$ cat src/rtl/vfpu_result_packer_pkg.sv
`default_nettype none
// vfpu_package: shared state, control and flag types for vfpu_result_packer. Rev 1.0
package vfpu_package;

  localparam int unsigned PACKER_LEN_W = 16;

  typedef enum logic [1:0] {
    IDLE  = 2'd0,
    PACK  = 2'd1,
    DRAIN = 2'd2,
    DONE  = 2'd3
  } packer_state_t;

  typedef struct packed {
    logic                    start;
    logic [PACKER_LEN_W-1:0] len;
  } ctrl_packer_t;

  typedef struct packed {
    logic busy;
    logic done;
  } flags_packer_t;

endpackage
`default_nettype wire

$ cat src/rtl/hwpe_stream_intf_stream.sv
`default_nettype none
// hwpe_stream_intf_stream: valid/ready stream with byte strobes. Rev 1.0
interface hwpe_stream_intf_stream #(
  parameter int unsigned DATA_WIDTH = 32
);
  logic                    valid;
  logic                    ready;
  logic [DATA_WIDTH-1:0]   data;
  logic [DATA_WIDTH/8-1:0] strb;

  modport source (output valid, output data, output strb, input ready);
  modport sink   (input valid, input data, input strb, output ready);
endinterface
`default_nettype wire

$ cat src/rtl/vfpu_pack_outreg.sv
`default_nettype none
// vfpu_pack_outreg: single-entry output register holding data/strb until handshake. Rev 1.0
module vfpu_pack_outreg #(
  parameter int unsigned DATA_WIDTH = 128
) (
  input  logic                    i_clk,
  input  logic                    i_rst_n,
  input  logic                    i_clear,
  input  logic                    i_load,
  input  logic [DATA_WIDTH-1:0]   i_data,
  input  logic [DATA_WIDTH/8-1:0] i_strb,
  input  logic                    i_ready,
  output logic                    o_valid,
  output logic [DATA_WIDTH-1:0]   o_data,
  output logic [DATA_WIDTH/8-1:0] o_strb,
  output logic                    o_free
);

  logic                    r_valid;
  logic [DATA_WIDTH-1:0]   r_data;
  logic [DATA_WIDTH/8-1:0] r_strb;

  // Callers only load when o_free is high, so a pending word is never overwritten.
  always_ff @(posedge i_clk or negedge i_rst_n) begin
    if (!i_rst_n) begin
      r_valid <= 1'b0;
      r_data  <= '0;
      r_strb  <= '0;
    end else if (i_clear) begin
      r_valid <= 1'b0;
      r_data  <= '0;
      r_strb  <= '0;
    end else if (i_load) begin
      r_valid <= 1'b1;
      r_data  <= i_data;
      r_strb  <= i_strb;
    end else if (i_ready) begin
      r_valid <= 1'b0;
    end
  end

  assign o_valid = r_valid;
  assign o_data  = r_data;
  assign o_strb  = r_strb;
  assign o_free  = !r_valid || i_ready;

endmodule
`default_nettype wire

$ cat src/rtl/vfpu_result_packer.sv
`default_nettype none
// vfpu_result_packer: packs IN_WIDTH FPU results into DATA_WIDTH words, lane 0 first. Rev 1.0
// Optional back-pressure counter stall_cnt_o enabled by VFPU_PACKER_STALL_CNT_EN.
module vfpu_result_packer
  import vfpu_package::*;
#(
  parameter int unsigned IN_WIDTH   = 32,
  parameter int unsigned DATA_WIDTH = 128,
  parameter int unsigned LEN_WIDTH  = 16
) (
  input  logic                   clk_i,
  input  logic                   rst_ni,
  input  logic                   clear_i,
  input  logic                   start_i,
  input  logic [LEN_WIDTH-1:0]   len_i,
  hwpe_stream_intf_stream.sink   in_stream,
  hwpe_stream_intf_stream.source out_stream,
  output logic                   busy_o,
  output logic                   done_o
`ifdef VFPU_PACKER_STALL_CNT_EN
  ,
  output logic [31:0]            stall_cnt_o
`endif
);

  localparam int unsigned c_lanes    = DATA_WIDTH / IN_WIDTH;
  localparam int unsigned c_in_strb  = IN_WIDTH / 8;
  localparam int unsigned c_out_strb = DATA_WIDTH / 8;
  localparam int unsigned c_lane_w   = (c_lanes > 1) ? $clog2(c_lanes) : 1;

  packer_state_t           r_state;
  flags_packer_t           r_flags;
  logic [c_lane_w-1:0]     r_lane;
  logic [LEN_WIDTH-1:0]    r_rem;
  logic [DATA_WIDTH-1:0]   r_pack_data;
  logic [c_out_strb-1:0]   r_pack_strb;
  logic                    r_full;

  ctrl_packer_t            w_ctrl;
  logic                    w_in_ready;
  logic                    w_acc;
  logic                    w_xfer_held;
  logic                    w_fill_full;
  logic                    w_hold_new;
  logic                    w_load;
  logic [c_lane_w-1:0]     w_base_lane;
  logic [LEN_WIDTH-1:0]    w_rem_next;
  logic [DATA_WIDTH-1:0]   w_new_data;
  logic [c_out_strb-1:0]   w_new_strb;
  logic [DATA_WIDTH-1:0]   w_load_data;
  logic [c_out_strb-1:0]   w_load_strb;
  logic                    w_out_valid;
  logic [DATA_WIDTH-1:0]   w_out_data;
  logic [c_out_strb-1:0]   w_out_strb;
  logic                    w_out_free;

  always_comb begin
    w_ctrl.start = start_i && (r_state == IDLE);
    w_ctrl.len   = PACKER_LEN_W'(len_i);

    // A held full pack blocks input only while the output register cannot take it.
    w_in_ready  = (r_state == PACK) && (r_rem != '0) && !(r_full && !w_out_free);
    w_acc       = w_in_ready && in_stream.valid;
    w_xfer_held = (r_state == PACK) && r_full && w_out_free;

    // When the held pack leaves this cycle, a new element starts a fresh pack at lane 0.
    w_base_lane = r_full ? '0 : r_lane;
    w_new_data  = r_full ? '0 : r_pack_data;
    w_new_strb  = r_full ? '0 : r_pack_strb;
    for (int i = 0; i < c_lanes; i++) begin
      if (w_acc && (c_lane_w'(i) == w_base_lane)) begin
        w_new_data[i*IN_WIDTH +: IN_WIDTH]   = in_stream.data;
        w_new_strb[i*c_in_strb +: c_in_strb] = in_stream.strb;
      end
    end

    w_fill_full = w_acc && ((w_base_lane == c_lane_w'(c_lanes - 1)) || (r_rem == LEN_WIDTH'(1)));
    w_hold_new  = w_fill_full && (r_full || !w_out_free);
    w_load      = w_xfer_held || (w_fill_full && !r_full && w_out_free);
    w_load_data = w_xfer_held ? r_pack_data : w_new_data;
    w_load_strb = w_xfer_held ? r_pack_strb : w_new_strb;
    w_rem_next  = w_acc ? (r_rem - LEN_WIDTH'(1)) : r_rem;
  end

  always_ff @(posedge clk_i or negedge rst_ni) begin
    if (!rst_ni) begin
      r_state     <= IDLE;
      r_flags     <= '0;
      r_lane      <= '0;
      r_rem       <= '0;
      r_pack_data <= '0;
      r_pack_strb <= '0;
      r_full      <= 1'b0;
    end else if (clear_i) begin
      r_state     <= IDLE;
      r_flags     <= '0;
      r_lane      <= '0;
      r_rem       <= '0;
      r_pack_data <= '0;
      r_pack_strb <= '0;
      r_full      <= 1'b0;
    end else begin
      r_flags.done <= 1'b0;
      case (r_state)
        IDLE: begin
          if (w_ctrl.start) begin
            if (w_ctrl.len != '0) begin
              r_rem         <= LEN_WIDTH'(w_ctrl.len);
              r_lane        <= '0;
              r_state       <= PACK;
              r_flags.busy  <= 1'b1;
            end else begin
              r_state      <= DONE;
              r_flags.done <= 1'b1;
            end
          end
        end
        PACK: begin
          r_rem <= w_rem_next;
          if (w_hold_new) begin
            r_pack_data <= w_new_data;
            r_pack_strb <= w_new_strb;
            r_lane      <= '0;
            r_full      <= 1'b1;
          end else if (!r_full || w_out_free) begin
            r_full <= 1'b0;
            if (w_fill_full) begin
              r_pack_data <= '0;
              r_pack_strb <= '0;
              r_lane      <= '0;
            end else begin
              r_pack_data <= w_new_data;
              r_pack_strb <= w_new_strb;
              r_lane      <= w_base_lane + c_lane_w'(w_acc);
            end
          end
          if (w_load && !w_hold_new && (w_rem_next == '0)) begin
            r_state <= DRAIN;
          end
        end
        DRAIN: begin
          if (w_out_free) begin
            r_state      <= DONE;
            r_flags.busy <= 1'b0;
            r_flags.done <= 1'b1;
          end
        end
        DONE: begin
          r_state <= IDLE;
        end
        default: r_state <= IDLE;
      endcase
    end
  end

  vfpu_pack_outreg #(
    .DATA_WIDTH (DATA_WIDTH)
  ) u_outreg (
    .i_clk   (clk_i),
    .i_rst_n (rst_ni),
    .i_clear (clear_i),
    .i_load  (w_load),
    .i_data  (w_load_data),
    .i_strb  (w_load_strb),
    .i_ready (out_stream.ready),
    .o_valid (w_out_valid),
    .o_data  (w_out_data),
    .o_strb  (w_out_strb),
    .o_free  (w_out_free)
  );

  assign in_stream.ready  = w_in_ready;
  assign out_stream.valid = w_out_valid;
  assign out_stream.data  = w_out_data;
  assign out_stream.strb  = w_out_strb;
  assign busy_o           = r_flags.busy;
  assign done_o           = r_flags.done;

`ifdef VFPU_PACKER_STALL_CNT_EN
  logic [31:0] r_stall_cnt;

  always_ff @(posedge clk_i or negedge rst_ni) begin
    if (!rst_ni) begin
      r_stall_cnt <= '0;
    end else if (clear_i || w_ctrl.start) begin
      r_stall_cnt <= '0;
    end else if (w_out_valid && !out_stream.ready && (r_stall_cnt != '1)) begin
      r_stall_cnt <= r_stall_cnt + 32'd1;
    end
  end

  assign stall_cnt_o = r_stall_cnt;
`endif

endmodule
`default_nettype wire
$ cat src/flat_wrapper.sv
// flat-port wrapper written by rule: the top's interface ports become plain ports
module vfpu_result_packer_flat import vfpu_package::*;
#(
  parameter int unsigned IN_WIDTH   = 32,
  parameter int unsigned DATA_WIDTH = 128,
  parameter int unsigned LEN_WIDTH  = 16
)
  (clk_i, rst_ni, clear_i, start_i, len_i, busy_o, done_o, in_stream_valid, in_stream_data, in_stream_strb, in_stream_ready, out_stream_valid, out_stream_data, out_stream_strb, out_stream_ready);
  hwpe_stream_intf_stream #(.DATA_WIDTH(DATA_WIDTH)) in_stream_i ();
  hwpe_stream_intf_stream #(.DATA_WIDTH(DATA_WIDTH)) out_stream_i ();
  input  logic clk_i;
  input  logic rst_ni;
  input  logic clear_i;
  input  logic start_i;
  input  logic [LEN_WIDTH-1:0] len_i;
  output logic busy_o;
  output logic done_o;
  input wire logic [$bits(in_stream_i.valid)-1:0] in_stream_valid;
  input wire logic [$bits(in_stream_i.data)-1:0] in_stream_data;
  input wire logic [$bits(in_stream_i.strb)-1:0] in_stream_strb;
  output wire logic [$bits(in_stream_i.ready)-1:0] in_stream_ready;
  output wire logic [$bits(out_stream_i.valid)-1:0] out_stream_valid;
  output wire logic [$bits(out_stream_i.data)-1:0] out_stream_data;
  output wire logic [$bits(out_stream_i.strb)-1:0] out_stream_strb;
  input wire logic [$bits(out_stream_i.ready)-1:0] out_stream_ready;
  assign in_stream_i.valid = in_stream_valid;
  assign in_stream_i.data = in_stream_data;
  assign in_stream_i.strb = in_stream_strb;
  assign in_stream_ready = in_stream_i.ready;
  assign out_stream_valid = out_stream_i.valid;
  assign out_stream_data = out_stream_i.data;
  assign out_stream_strb = out_stream_i.strb;
  assign out_stream_i.ready = out_stream_ready;
  vfpu_result_packer #(.IN_WIDTH(IN_WIDTH), .DATA_WIDTH(DATA_WIDTH), .LEN_WIDTH(LEN_WIDTH)) u_core (.clk_i(clk_i), .rst_ni(rst_ni), .clear_i(clear_i), .start_i(start_i), .len_i(len_i), .in_stream(in_stream_i), .out_stream(out_stream_i), .busy_o(busy_o), .done_o(done_o));
endmodule
$ cat config.mk
export PLATFORM = sky130hd
export DESIGN_NAME = vfpu_result_packer_flat
export DESIGN_NICKNAME = d
export VERILOG_FILES = /design/src/rtl/vfpu_result_packer_pkg.sv /design/src/rtl/hwpe_stream_intf_stream.sv /design/src/rtl/vfpu_pack_outreg.sv /design/src/rtl/vfpu_result_packer.sv /design/src/flat_wrapper.sv
export SDC_FILE = /design/constraint.sdc
export NUM_CORES = 1
export LEC_CHECK = 0
export ABC_AREA = 1
export CORE_UTILIZATION = 36
export DETAILED_ROUTE_END_ITERATION = 10
export SYNTH_ARGS = -nofsm -noshare
export SYNTH_HDL_FRONTEND = slang
export SYNTH_SLANG_ARGS = --single-unit
$ cat constraint.sdc
create_clock -name clk_i -period 3 [get_ports clk_i]
set_input_delay 0.45 -clock clk_i [delete_from_list [all_inputs] [get_ports clk_i]]
set_output_delay 0.45 -clock clk_i [all_outputs]
set_load 0.02 [all_outputs]
### Word level (Yosys, flattened, before mapping)

Cells that the tools add are included.

| storage, ports and cells | value |
|---|---|
| bits in registers | 312 |
| bits in latches | 0 |
| memory bits (writable) | 0 |
| ROM bits | 0 |
| input port bits | 166 |
| output and inout port bits | 148 |
| word-level logic and storage cells | 127 |
| memories | 0 |

| cells by class | value |
|---|---|
| add/sub/neg operators | 2 |
| multiply operators | 0 |
| divide/modulo/power cells | 0 |
| order comparisons | 0 |
| eq/ne operators | 13 |
| shifts and indexed selects | 0 |
| multiplexer cells | 58 |
| bitwise operators | 0 |
| reductions and logical operators | 43 |

Operator list:

| kind | count |
|---|---|
| $mux 128 | 9 |
| $mux 16 | 13 |
| $mux 32 | 4 |
| $pmux 16 s2 | 1 |
| $reduce_bool 16->1 | 2 |
| $mux 2 | 15 |
| $logic_and 1x1->1 | 17 |
| $eq 16x1->1 const B | 1 |
| $logic_not 16->1 | 1 |
| $mux 4 | 4 |
| $sub 16x1->16 const B | 1 |
| $reduce_bool 3->1 | 4 |
| $mux 1 | 9 |
| $pmux 2 s2 | 2 |
| $pmux 2 s4 | 1 |
| $reduce_and 4->1 | 2 |
| $eq 2x2->1 const B | 3 |
| $ne 3x2->1 const B | 2 |
| $ne 3x3->1 const B | 2 |
| $reduce_and 3->1 | 2 |
| $logic_not 1->1 | 5 |
| $logic_or 1x1->1 | 5 |
| $eq 2x2->1 const A | 2 |
| $logic_not 2->1 | 2 |
| other kinds (6) | 7 |

### Depth between registers and ports, before layout

Gate-level depths: netlist of run 1.

| depth | value |
|---|---|
| depth in word-level cells | 16 |
| gate-level depth with buffers | 18 |
| gate-level depth less buffers | 17 |

### By module

Synthesis of run 1 repeated with hierarchy kept, for this count alone.

| unflattened totals | value |
|---|---|
| cells, all modules | 2,038 |
| area, all modules | 16,339.4 um2 |

By module, submodules not included:

| module | times used | cells each | area each (um2) | seq. area each (um2) |
|---|---|---|---|---|
| vfpu_result_packer | 1 | 1,407 | 10,618.9 | 4,179.0 |
| vfpu_pack_outreg | 1 | 631 | 5,720.5 | 3,628.5 |

### Worst setup path before layout of run 1

Ideal clock, no wire load.

| path | value |
|---|---|
| path type | reg-to-reg |
| start point | reg u_core.r_rem[0] |
| end point | reg u_core.u_outreg.r_data[112] (netlist: u_core.u_outreg.o_data[112]) |
| library setup time | 0.134 ns |
| data arrival time | 1.984 ns |
| data required time | 2.866 ns |
| slack | 0.882 ns |
| cell stages (with the launch flop) | 16 |
| path buffers | 2 |
| clock period less this slack | 2.118 ns |
| cell sequence | dfrtp_1 inv_1 ha_1 nand2_4 nor2_4 nand2_4 nand2_4 nor2_8 buf_8 nand3_4 buf_6 o21ai_2 o21ai_2 nand2_1 o21ai_1 o22ai_2 |

| between the ends | value |
|---|---|
| cells in the longest elaborated chain, start to end | 9 |
| elaborated cells on any way between the ends | 16 |
| those cells by class | 1 x eq/ne; 4 x mux; 11 x reduce/logical |

RTL lines:

| item | RTL line | RTL |
|---|---|---|
| from (decl) | vfpu_result_packer.sv:34 | `logic [LEN_WIDTH-1:0] r_rem;` |
| from (signal assigned) | vfpu_result_packer.sv:108 | `r_rem <= LEN_WIDTH'(w_ctrl.len);` |
| from (signal assigned) | vfpu_result_packer.sv:119 | `r_rem <= w_rem_next;` |
| $reduce_bool 16->1 | vfpu_result_packer.sv:62 | `w_in_ready = (r_state == PACK) && (r_rem != '0) && !(r_full && !w_out_free);` |
| $logic_and 1x1->1 (2 in series) | vfpu_result_packer.sv:62 |  |
| $logic_and 1x1->1 | vfpu_result_packer.sv:63 | `w_acc = w_in_ready && in_stream.valid;` |
| $logic_and 1x1->1, on equally long branches | vfpu_result_packer.sv:71, vfpu_result_packer.sv:77 |  |
| $mux 32 / $logic_and 1x1->1 (equally long branches) | vfpu_result_packer.sv:71, vfpu_result_packer.sv:79 |  |
| $mux 128 / $logic_and 1x1->1 (equally long branches) | vfpu_result_packer.sv:80, vfpu_result_packer.sv:79 |  |
| $mux 128 / $logic_or 1x1->1 (equally long branches) | vfpu_pack_outreg.sv:33, vfpu_result_packer.sv:79 |  |
| $mux 128 / $reduce_bool 2->1 (equally long branches) | n/a |  |
| to (signal assigned) | vfpu_pack_outreg.sv:35 | `r_data <= i_data;` |
| to (decl) | vfpu_pack_outreg.sv:20 | `logic [DATA_WIDTH-1:0] r_data;` |

Several ways; a longest one is shown, not always the timed one. The select of a mux whose other input is x is not followed.
A chain may end at the register's enable or synchronous reset.

### Final worst setup path of run 1

| path | value |
|---|---|
| start point | reg u_core.r_rem[0] |
| end point | out in_stream_ready |

| between the ends | value |
|---|---|
| cells in the longest elaborated chain, start to end | 3 |

RTL lines:

| item | RTL line | RTL |
|---|---|---|
| $reduce_bool 16->1 | vfpu_result_packer.sv:62 |  |
| $logic_and 1x1->1 (2 in series) | vfpu_result_packer.sv:62 |  |
| to (decl) | flat_wrapper.sv:21 | `output wire logic [$bits(in_stream_i.ready)-1:0] in_stream_ready;` |

Every way passes these cells.

==> results of run 1 <==
## cell families (layout without fill, tap and decap cells)
| group | Yosys count | after routing | share of synthesized area |
|---|---|---|---|
| XOR/XNOR | 5 | 5 | 0.00258 |
| buffers and inverters | 474 | 643 | 0.120 |
| AND/OR/NAND/NOR | 344 | 344 | 0.0892 |
| adder cells (fa/ha/maj) | 6 | 6 | 0.00442 |
| AO/OA/AOI/OAI | 770 | 770 | 0.324 |
| flip-flops | 312 | 312 | 0.460 |
## power breakdown
part           internal, mW  leakage (nW)  total, mW  switching [mW]
combinational          1.32          4.02       3.75            2.43
sequential             4.52          4.32       4.77           0.253
clock                  2.90         0.640       4.80            1.90
total                  8.73          8.99       13.3            4.58
## metal layers
metal | GRT usage | wire length [µm] | up-vias
met1 | 0.267 | 21400 | 6853
met3 | 0.0251 | 1840 | 83
met5 | 0 | 0 | -
met2 | 0.347 | 24000 | 357
met4 | 0.0766 | 1420 | 0
li1 | - | - | 6872
## timing repair
action	4_1_cts	5_1_grt
hold buffers	1	0
setup endpoints to repair	0	1
gates resized for setup	0	2
hold endpoints to repair	42	0
## final timing paths
path | startpoint | to | depth (start not counted)
max | u_core.r_rem[0] | in_stream_ready | 8
min | rst_ni | u_core.r_pack_data[77] | 2
max reg2reg | u_core.r_rem[0] | u_core.r_state[1] | 15
min reg2reg | u_core.busy_o | u_core.busy_o | 2
max in group asynchronous | rst_ni | u_core.r_pack_data[71] | 3
min in group clk_i | u_core.busy_o | u_core.busy_o | 2
## through the flow
| step | worst slack (ns) | std cells |
|---|---|---|
| after CTS | 0.00720 | 2687 |
| final | 0.173 | 2687 |
| after floorplan | 0.882 | 1911 |
| after global placement | 0.168 | 2618 |
| after global routing | 0.0526 | 2687 |
| after detailed placement | 0.160 | 2618 |
## registers in the layout, summed over array words and instances (netlist names)
name,cells
u_core.busy_o,1
u_core.done_o,1
u_core.r_full,1
u_core.r_lane,2
u_core.r_pack_data,128
u_core.r_pack_strb,16
u_core.r_rem,16
u_core.r_state,2
u_core.u_outreg.o_data,128
u_core.u_outreg.o_strb,16
u_core.u_outreg.o_valid,1
## synth_stat cells, types with 4 or more instances
master | instances | area, µm²
buf_1 | 37 | 139
buf_2 | 48 | 240
buf_4 | 7 | 52.6
buf_6 | 21 | 236
clkbuf_1 | 31 | 116
dfrtp_1 | 312 | 7810
ha_1 | 6 | 75.1
inv_1 | 321 | 1200
inv_2 | 6 | 22.5
nand2_1 | 236 | 886
nand2_2 | 4 | 25.0
nand2_4 | 4 | 45.0
nand3_1 | 15 | 75.1
nand3_2 | 4 | 40.0
nand4_1 | 7 | 43.8
nor2_1 | 53 | 199
nor2_2 | 5 | 31.3
nor2_4 | 4 | 45.0
nor4_1 | 4 | 25.0
o21ai_0 | 84 | 420
o21ai_1 | 174 | 871
o21ai_2 | 203 | 1780
o22ai_1 | 223 | 1400
o22ai_2 | 81 | 1010
xor2_1 | 4 | 35.0
## final cells by class
type | instances | area (µm²) | area share
Sequential cell | 312 | 7810 | 0.373
Multi-Input combinational cell | 1125 | 7190 | 0.343
Timing Repair Buffer | 247 | 2660 | 0.127
Inverter | 328 | 1240 | 0.0591
Clock buffer | 55 | 1140 | 0.0543
Tap cell | 607 | 759 | 0.0362
Clock inverter | 13 | 161 | 0.00770
## layout by cell type, fill, tap and decap left out, drive strengths merged, types with 3 or more instances in the layout
cell type,n
nand3,22
clkdlybuf4s50,204
dfrtp,312
o21ai,461
nand2,244
inv,328
a21oi,3
bufinv,3
ha,6
clkinv,9
nor2,63
nor4,4
buf,42
clkbuf,55
nor3,3
o22ai,304
nand4,7
xor2,4
## worst reg2reg max path, stage by stage, from the launching register on
cell	delay, ns
dfrtp_1	0.37
inv_1	0.13
ha_4	0.22
nand2_4	0.11
nor2_4	0.06
nand2_4	0.10
nand2_4	0.08
nor2_8	0.27
buf_4	0.24
o21ai_1	0.09
nor3_1	0.33
nand3_1	0.16
nand2_2	0.11
nand2_1	0.08
nand2_1	0.07
nand2_1	0.05
==> flow_metrics.env, run 1 <==
export IMPL_grt_pass1_vias=13700
export IMPL_whs_ns=0.409
export IMPL_wl_per_cell_um=18.1
export IMPL_cts_sinks=312
export IMPL_pin_count=314
export IMPL_synth_main_ff_cell="dfrtp_1"
export IMPL_cp_required_ns=2.55
export IMPL_fin_crit_sh=0.942
export IMPL_syn_to_final_growth_pct=23.4
export IMPL_clk_path_buf_depth=3
export IMPL_path_max_fanout=6
export IMPL_synth_warnings=0
export IMPL_cts_tree="done"
export IMPL_fp_dieArea_um2=48100
export IMPL_first_pass_iters=5
export IMPL_drtAntennaViolNets=0
export IMPL_placed_area_um2=19600
export IMPL_initial_core_util=0.365
export IMPL_rsz0062_at_grt="false"
export IMPL_finalWeightedCongestion=0.827
export IMPL_vias_per_cell=5.27
export IMPL_drt_total_wl_um=48700
export IMPL_nets=2225
export IMPL_ir_worst_vdd_uv=380
export IMPL_die_width_um=219
export IMPL_num_rows=79
export IMPL_h_tree_depth=2
export IMPL_grt_pass1_wl_um=77000
export IMPL_crit_top_cell="nand2_4"
export IMPL_post_cts_buffers=0
export IMPL_clkTransAtPathRegs_ns=0.06
export IMPL_path_delay_family="buffers and inverters"
export IMPL_hold_viol=0
export IMPL_critPathKind="reg -> out"
export IMPL_clockRootBuffer="clkbuf_16"
export IMPL_cap_violations=0
export IMPL_n_antenna_cell=0
export IMPL_synth_avg_cell_area_um2=8.89
export IMPL_layout_drive_gt1_share=0.203
export IMPL_p_leak_nw=8.99
export IMPL_die_h_um=219
export IMPL_synth_edf_count=0
export IMPL_synth_seq_cells=312
export IMPL_grt_max_degree=166
export IMPL_maxSlewHeadroom=0.257
export IMPL_via_count=14200
export IMPL_clk_latency_ns=0.56
export IMPL_worst_pin_slew_ns=1.11
export IMPL_cp_cell_sequence="inv_1, ha_4, nand2_4, nor2_4, nand2_4, nand2_4, inv_1, clkdlybuf4s50_1"
export IMPL_outcome="finished clean"
export IMPL_drcViolationCount=0
export IMPL_io_buffers=205
export IMPL_powerDensity_nw_per_um2=635
export IMPL_async_flop_share=1.00
export IMPL_fin_tns_setup_ns=0
export IMPL_synthCells=1911
export IMPL_drv_slew=0
export IMPL_hpwl_um=31100
export IMPL_critical_path_max_stage_delay_ns=0.54
export IMPL_p_total_mw=13.3
export IMPL_final_area_um2=21000
export IMPL_worst_ep_arrival_time_ns=2.38
export IMPL_grt_overflow_total=0
export IMPL_crit_buf_inv=3
export IMPL_fp_coreArea_um2=46600
export IMPL_grt_usage=0.205
export IMPL_fin_crit_ns=2.83
export IMPL_reg2reg_slack_ns=0.42
export IMPL_fin_skew_ns=0.0211
export IMPL_cts_buffers=39
export IMPL_setup_viol=0
export IMPL_hp_class="in -> async"
export IMPL_n_fill_cell=4493
export IMPL_ys_types=37
export IMPL_syn_num_nets=2083
export IMPL_seq_area_frac_synth=0.460
export IMPL_cp_start_kind="register"
export IMPL_antenna_found_initial=0
export IMPL_synth_area_um2=17000
export IMPL_utilization=0.450
export IMPL_max_freq_mhz=354
export IMPL_crit_path_top_delay_cell="clkdlybuf4s50_1"
export IMPL_drtIter0Drc=1021
export IMPL_cp_end_kind="primary output"
(Power assumes the default switching activity.)
==> inputs of run 2 (changes only) <==
--- a/config.mk
+++ b/config.mk
@@ -6,6 +6,7 @@
 export NUM_CORES = 1
 export LEC_CHECK = 0
 export ABC_AREA = 1
+export ABC_CLOCK_PERIOD_IN_PS = 3000
 export CORE_UTILIZATION = 36
 export DETAILED_ROUTE_END_ITERATION = 10
 export SYNTH_ARGS = -nofsm -noshare
==> results of run 2 <==
Final layout, timing and power as in run 1 (identical DEF).
